[src/rtl/arcade_input_cond.sv]
// arcade_input_cond: sync, debounce and coin pulse shaping of joystick words.
// Define ARCADE_INPUT_AUTOFIRE_EN to add the autofire_en port and fire toggling.
module arcade_input_cond #(
  parameter int DEB_CYCLES = 12000,
  parameter int COIN_PULSE = 600000
`ifdef ARCADE_INPUT_AUTOFIRE_EN
  ,parameter int AUTOFIRE_HALF = 60000
`endif
) (
  input  logic       clk_sys,
  input  logic       reset,
  input  logic [7:0] joy0,
  input  logic [7:0] joy1,
`ifdef ARCADE_INPUT_AUTOFIRE_EN
  input  logic       autofire_en,
`endif
  output logic       coin_n,
  output logic       start1_n,
  output logic       start2_n,
  output logic       fire1_n,
  output logic       fire2_n,
  output logic [7:0] coin_count
);

  localparam int DW = (DEB_CYCLES > 1) ? $clog2(DEB_CYCLES) : 1;
  localparam int PW = (COIN_PULSE > 1) ? $clog2(COIN_PULSE) : 1;
  localparam logic [DW-1:0] DEB_LAST = DW'(DEB_CYCLES - 1);
  localparam logic [PW-1:0] PULSE_LAST = PW'(COIN_PULSE - 1);

  // bit order: 0 coin, 1 start1, 2 start2, 3 fire1, 4 fire2
  logic [4:0] raw;
  assign raw = {joy1[4], joy0[4], joy0[6], joy0[5], joy0[7] | joy1[7]};

  logic unused_joy;
  assign unused_joy = ^{joy0[3:0], joy1[6:5], joy1[3:0]};

  logic [4:0] sync1_q;
  logic [4:0] sync2_q;

  always_ff @(posedge clk_sys) begin
    if (reset) begin
      sync1_q <= '0;
      sync2_q <= '0;
    end else begin
      sync1_q <= raw;
      sync2_q <= sync1_q;
    end
  end

  logic [4:0]    db_q;
  logic [4:0]    db_d;
  logic [DW-1:0] dcnt_q [5];
  logic [DW-1:0] dcnt_d [5];

  always_comb begin
    db_d = db_q;
    for (int i = 0; i < 5; i++) begin
      dcnt_d[i] = '0;
      if (sync2_q[i] != db_q[i]) begin
        if (dcnt_q[i] == DEB_LAST) db_d[i] = sync2_q[i];
        else dcnt_d[i] = dcnt_q[i] + 1'b1;
      end
    end
  end

  always_ff @(posedge clk_sys) begin
    if (reset) begin
      db_q <= '0;
      for (int i = 0; i < 5; i++) dcnt_q[i] <= '0;
    end else begin
      db_q <= db_d;
      for (int i = 0; i < 5; i++) dcnt_q[i] <= dcnt_d[i];
    end
  end

  typedef enum logic [1:0] {IDLE, PULSE, WAIT_REL} coin_st_e;

  coin_st_e      st_q;
  logic          coin_prev_q;
  logic          coin_n_q;
  logic [PW-1:0] pcnt_q;
  logic [7:0]    cnt_q;

  always_ff @(posedge clk_sys) begin
    if (reset) begin
      st_q        <= IDLE;
      coin_prev_q <= 1'b0;
      coin_n_q    <= 1'b1;
      pcnt_q      <= '0;
      cnt_q       <= '0;
    end else begin
      coin_prev_q <= db_q[0];
      unique case (st_q)
        IDLE: begin
          if (db_q[0] && !coin_prev_q) begin
            st_q     <= PULSE;
            pcnt_q   <= PULSE_LAST;
            coin_n_q <= 1'b0;
            if (cnt_q != 8'hFF) cnt_q <= cnt_q + 8'd1;
          end
        end
        PULSE: begin
          if (pcnt_q == '0) begin
            coin_n_q <= 1'b1;
            st_q     <= WAIT_REL;
          end else begin
            pcnt_q <= pcnt_q - 1'b1;
          end
        end
        WAIT_REL: begin
          if (!db_q[0]) st_q <= IDLE;
        end
        default: st_q <= IDLE;
      endcase
    end
  end

  assign coin_n     = coin_n_q;
  assign coin_count = cnt_q;
  assign start1_n   = ~db_q[1];
  assign start2_n   = ~db_q[2];

`ifdef ARCADE_INPUT_AUTOFIRE_EN
  localparam int AW = (AUTOFIRE_HALF > 1) ? $clog2(AUTOFIRE_HALF) : 1;
  localparam logic [AW-1:0] AF_LAST = AW'(AUTOFIRE_HALF - 1);

  logic          af1_q;
  logic          af2_q;
  logic [1:0]    ph_q;
  logic [AW-1:0] acnt_q [2];

  // phase 0 means "pressed"; counters rest at 0 while fire is released
  always_ff @(posedge clk_sys) begin
    if (reset) begin
      af1_q     <= 1'b0;
      af2_q     <= 1'b0;
      ph_q      <= '0;
      acnt_q[0] <= '0;
      acnt_q[1] <= '0;
    end else begin
      af1_q <= autofire_en;
      af2_q <= af1_q;
      for (int p = 0; p < 2; p++) begin
        if (!db_q[3+p] || !af2_q) begin
          ph_q[p]   <= 1'b0;
          acnt_q[p] <= '0;
        end else if (acnt_q[p] == AF_LAST) begin
          ph_q[p]   <= ~ph_q[p];
          acnt_q[p] <= '0;
        end else begin
          acnt_q[p] <= acnt_q[p] + 1'b1;
        end
      end
    end
  end

  assign fire1_n = (af2_q && db_q[3]) ? ph_q[0] : ~db_q[3];
  assign fire2_n = (af2_q && db_q[4]) ? ph_q[1] : ~db_q[4];
`else
  assign fire1_n = ~db_q[3];
  assign fire2_n = ~db_q[4];
`endif

endmodule
[config.mk]
export PLATFORM = sky130hd
export DESIGN_NAME = arcade_input_cond
export DESIGN_NICKNAME = d
export VERILOG_FILES = /design/src/rtl/arcade_input_cond.sv
export SDC_FILE = /design/constraint.sdc
export NUM_CORES = 1
export LEC_CHECK = 0
export CAP_MARGIN = 20
export CORE_ASPECT_RATIO = 1.75
export CORE_MARGIN = 4
export CORE_UTILIZATION = 40
export CTS_BUF_LIST = sky130_fd_sc_hd__clkbuf_4
export CTS_CLUSTER_SIZE = 24
export DETAILED_ROUTE_END_ITERATION = 8
export GPL_TIMING_DRIVEN = 1
export MAX_ROUTING_LAYER = met4
export RECOVER_POWER = 50
export SETUP_SLACK_MARGIN = 0.05
export SYNTH_ARGS = -nofsm -noshare
export SYNTH_HDL_FRONTEND = slang
export SYNTH_SLANG_ARGS = --single-unit
[constraint.sdc]
create_clock -name clk_sys -period 2.8 [get_ports clk_sys]
set_clock_uncertainty 0.2 [all_clocks]
set_input_delay 0.42 -clock clk_sys [delete_from_list [all_inputs] [get_ports clk_sys]]
set_output_delay 0.42 -clock clk_sys [all_outputs]
set_load 0.05 [all_outputs]
# ---- Yosys cells after proc, flatten, opt, wreduce, memory -nomap -nowiden
# Memory sizes are Yosys's and may differ from the RTL's.
# Cells that the tools add are included.
dict set report totals {
  romBits 0
  register_bits 47
  wordCells 89
  latchBits 0
  input_bits 18
  mem_count 1
  mem_bits_rw 70
}
dict set report op_classes {
  n_reduce_logical 14
  n_eq_ne 17
  n_bitwise 10
  mul 0
  div 0
  order_cmp 0
  shift 0
  n_mux 28
  n_addsub 7
}
# memory depth word_bits rd rd_clocked_by_memory_dff write_ports line
set mem_list {}
lappend mem_list {dcnt_q 5 14 5 0 5 52} ;# logic [DW-1:0] dcnt_q [5];
# cell count
set op_table {}
lappend op_table {{$mux 14} 15}
lappend op_table {{$add 14x1->14 const B} 5}
lappend op_table {{$eq 14x14->1 const B} 5}
lappend op_table {{$mux 20} 2}
lappend op_table {{$pmux 20 s2} 1}
lappend op_table {{$logic_not 20->1} 1}
lappend op_table {{$sub 20x1->20 const B} 1}
lappend op_table {{$reduce_and 3->1} 4}
lappend op_table {{$reduce_and 2->1} 5}
lappend op_table {{$add 8x1->8 const B} 1}
lappend op_table {{$ne 2x2->1 const B} 4}
lappend op_table {{$ne 8x8->1 const B} 1}
lappend op_table {{$mux 2} 3}
lappend op_table {{$or 1x1->1} 6}
lappend op_table {{$pmux 2 s3} 1}
lappend op_table {{$mux 1} 5}
lappend op_table {{$ne 1x1->1} 5}
lappend op_table {{$not 1->1} 4}
lappend op_table {{$eq 2x1->1 const B} 1}
lappend op_table {{$eq 2x2->1 const B} 1}
lappend op_table {{$logic_not 2->1} 1}
lappend op_table {{$pmux 1 s2} 1}
lappend op_table {{$reduce_bool 2->1} 1}
lappend op_table {{$logic_and 1x1->1} 1}
lappend op_table {{$logic_not 1->1} 1}

# ---- Logic depth before layout (Yosys ltp)
dict set report logic_depth {
  ltp_word 4
  ltp_mapped 8
}

# ---- Least setup slack after synthesis
# Ideal clock, no wire load.
dict set report synth_path {
  path_kind {reg-to-reg}
  startpoint {reg pcnt_q[4]}
  endpoint {reg pcnt_q[16]}
  setup_time_ps 74
  required_time_ps 2526
  path_slack_ps 360
  arrival_ps 2166
  path_stages_with_launch 7
  path_cell_list {dfxtp_1 > or4_1 > buf_2 > or4_1 > clkbuf_2 > or4_1 > a31oi_1}
}
dict set report synth_via {
  elab_chain_cells 3
  elab_cells_between_ends 6
}
# element line
set synth_rtl {}
lappend synth_rtl {{start, declared} 81} ;# logic [PW-1:0] pcnt_q;
lappend synth_rtl {{start signal, assigned} 107} ;# pcnt_q <= pcnt_q - 1'b1;
lappend synth_rtl {{$sub 20x1->20 or $logic_not 20->1 (tied branches)} {107, 103}}
lappend synth_rtl {{$mux 20 or $ne 2x2->1 (tied branches)} --}
lappend synth_rtl {{$pmux 20 s2 or $reduce_and 3->1 (tied branches)} --}
# Several ways; a longest one is shown, not always the timed one. The select of a mux whose other input is x is not followed.
# A chain may end at the register's enable or synchronous reset.

==> impl_metrics.ini <==
[outcome]
run_status = completed

[cts]
cts_buffers = 17
cts.clk_slew.worst_paths_ns = 0.11
hold_buffers = 0
clk_latency_ns = 0.50
clk_path_buf_depth = 2
cts_resized = 0
cts.sinks = 117
cts_tree = yes
postCtsSetupBuffers = 0
cts_max_level = 4
clock_tree.root_cell = clkbuf_4

[yosys]
ys_dominant_reg_cell = dfxtp_1
synth_enable_flop_cells = 0
ys_types = 47
cell_count_after_synthesis = 597
post_synthesis_instance_area_sq_um = 5180
asyncSetResetFlopFracSynth_pct = 0
cell_types_with_the_largest_area_share_after_synthesis = dfxtp_1 45%, xnor2_1 8.0%, nor2_1 7.6%
yosysWarningCount = 0
yosys.area.top_type_share_pct = 45.3
syn_area_per_cell_sq_um = 8.67
synth-seq-area-share_pct = 45.3
ys_seq_elements = 117
mappedNetlistNets = 623
synth_area_leader_cell = dfxtp_1

[placement]
gp_congestion = 0.803
port-buffer-count = 20
placedInstanceArea_sq_um = 5570
hpwlAfterDp_um = 7510
post-place-cells = 774

[final_layout]
layout-drive-gt1-share_pct = 7.99
synthToLayoutAreaGrowth_pct = 13.5
fillCellCount = 1260
regArea_sq_um = 2340
multi_input_comb_area_sq_um = 2670
stdcell_area_sq_um = 5870
fin_cells = 807
nets = 651

[setup_path]
path_buf_inv = 0
critPathMaxFanout = 13
endpoint_kind = flip-flop
slowest_delay_ns = 0.66
worst_setup_start_kind = flip-flop
required_ns = 2.96
cpMaxStageDelayCell = or4b_2
arrival_ns = 2.69
timing.setup.critical_path_class = flip-flop to flip-flop
critical-path-top-delay-family = simple AND/OR/NAND/NOR gates
path_cells = or4b_2 > nor4_1 > or2_0 > nor2_1

[timing]
timing.hold.ws_ns = 0.249
worst_slew_pin_slew_ns = 1.40
worst_slew_margin_rel_pct = 6.63
totalNegativeSetupSlack_ns = 0
rsz0062_at_grt = no
final.period_utilization_pct = 90.1
period_minus_slack_ns = 2.52
setup_violations = 0
fmax_mhz = 396
timing.final.max_slew_violations = 0
final-hold-violation-count = 0

[flow_run]
max_cap_viol_count = 0

[grt]
grt_max_degree = 33
antenna_found_initial = 1
first_global_vias = 4172
grt_remaining_overflow = 0
grt_first_pass_wirelength_um = 18500
globalRouteTotalUtil_pct = 15.8

[die]
placeableCoreArea_sq_um = 12600
rows = 54
die_height_um = 158
floorplan.die.width_um = 94.0
starting_density_of_the_core_pct = 41.2
ioPinCount = 31
die_footprint_sq_um = 14900

[route]
dr.first_iter.drc_count = 116
detail-route-antenna-nets = 0
totalWireLength_um = 10400
vias = 4215
viasPerCell = 5.22
routed_wire_length_per_instance_um = 12.9
drt_pass1_iterations = 4
route.detailed.drc = 0

[min_path]
worst_min_delay_path_category = flip-flop to flip-flop

[pwr]
proportion_of_power_drawn_by_flip_flops_and_latches_pct = 55.3
power.share.clock_pct = 43.1
power_report.internal_total_uw = 2330
pwr-share-comb_pct = 1.6
netSwitchingFraction_pct = 23.2
design_power_total_uw = 3030
netSwitchingPower_uw = 704
power.static_leakage_uw = 0.00180
max-vdd-ir-drop_mv = 0.431
power_density_nw_per_um2 = 517
==> cell usage in the layout (no fill, tap or decap), types with 18 or more instances in the layout <==
cell type and count:
dfxtp_1 117, nor4_1 25, xor2_1 20, clkdlybuf4s50_1 18, nand4_1 21, nand3_1 30
nor2_1 105, nand2_1 30, inv_1 24, clkbuf_4 18, xnor2_1 47
==> kinds of logic (layout without fill, tap and decap cells) <==
kind of cell,count (synthesis),count (layout),share of synthesized area [%]
buffers and inverters,44,85,3.24
AND/OR/NAND/NOR,300,300,30.1
AO/OA/AOI/OAI,51,51,6.14
other,0,1,0
flip-flops,117,117,45.3
adder cells (fa/ha/maj),8,8,1.93
XOR/XNOR,67,67,11.3
multiplexers,10,10,1.96
==> sequential cells by signal, summed over array words and instances, names as in the netlist <==
signal,flops
dcnt_q,70
coin_n,1
coin_count,8
pcnt_q,20
coin_prev_q,1
db_q,5
st_q,2
sync2_q,5
sync1_q,5
==> layout make-up <==
type / instances / share of cell area [%]
Multi-Input combinational cell: 436 / 45.5
Timing Repair Buffer: 29 / 4.20
Sequential cell: 117 / 39.9
Inverter: 24 / 1.53
Tap cell: 168 / 3.58
Clock buffer: 18 / 2.30
Antenna cell: 1 / 0.0426
Clock inverter: 14 / 2.96
==> layer usage <==
layer	wire length, um	share of wire [%]	GRT usage (%)
met5	0	0	-
met4	201	1.9	6.96
met3	402	3.9	4.49
met2	5430	52	27.2
met1	4360	42	16.8
==> Yosys cell counts, types with 6 or more instances <==
master,n
a21oi_1,16
clkbuf_1,17
dfxtp_1,117
ha_1,8
inv_1,24
mux2i_1,9
nand2_1,30
nand3_1,30
nand4_1,21
nor2_1,105
nor2b_1,13
nor3_1,17
nor4_1,25
o21ai_0,11
or2_2,6
or3_1,11
or4_1,9
xnor2_1,47
xor2_1,20
==> path summary, 6_finish.rpt <==
check,startpoint,to,slack (ns),cells past startpoint
worst max-delay path,dcnt_q[0][12],dcnt_q[0][7],0.28,4
worst min-delay path,sync1_q[4],sync2_q[4],0.25,1
worst max register to register,dcnt_q[0][12],dcnt_q[0][7],0.28,4
worst min register to register,sync1_q[4],sync2_q[4],0.25,1
==> through the flow <==
stage | worst slack [ns] | utilization (%)
global route | 0.117 | 46.7
floorplan | 0.360 | -
global placement | 0.339 | 44.3
detailed placement | 0.302 | 44.3
CTS | 0.277 | 46.8
finish | 0.277 | 46.7
==> worst register-to-register path, cell delays in order, from the launching register on <==
cell and delay (ns):
dfxtp_1 0.35, or4b_2 0.66, nor4_1 0.46, or2_0 0.60, nor2_1 0.11
==> power groups by stage <==
| stage | clock [uW] | sequential, uW | combinational [uW] |
|---|---|---|---|
| final | 1310 | 1680 | 47.9 |
| after global routing | 1440 | 1680 | 54.4 |
| after CTS | 1360 | 1680 | 50.4 |
| after detailed placement | 0 | 1720 | 50.4 |
| after global placement | 0 | 1720 | 49.4 |
| after floorplan | 0 | 1710 | 31.1 |
Note: power is estimated with default switching activity, not from simulation.
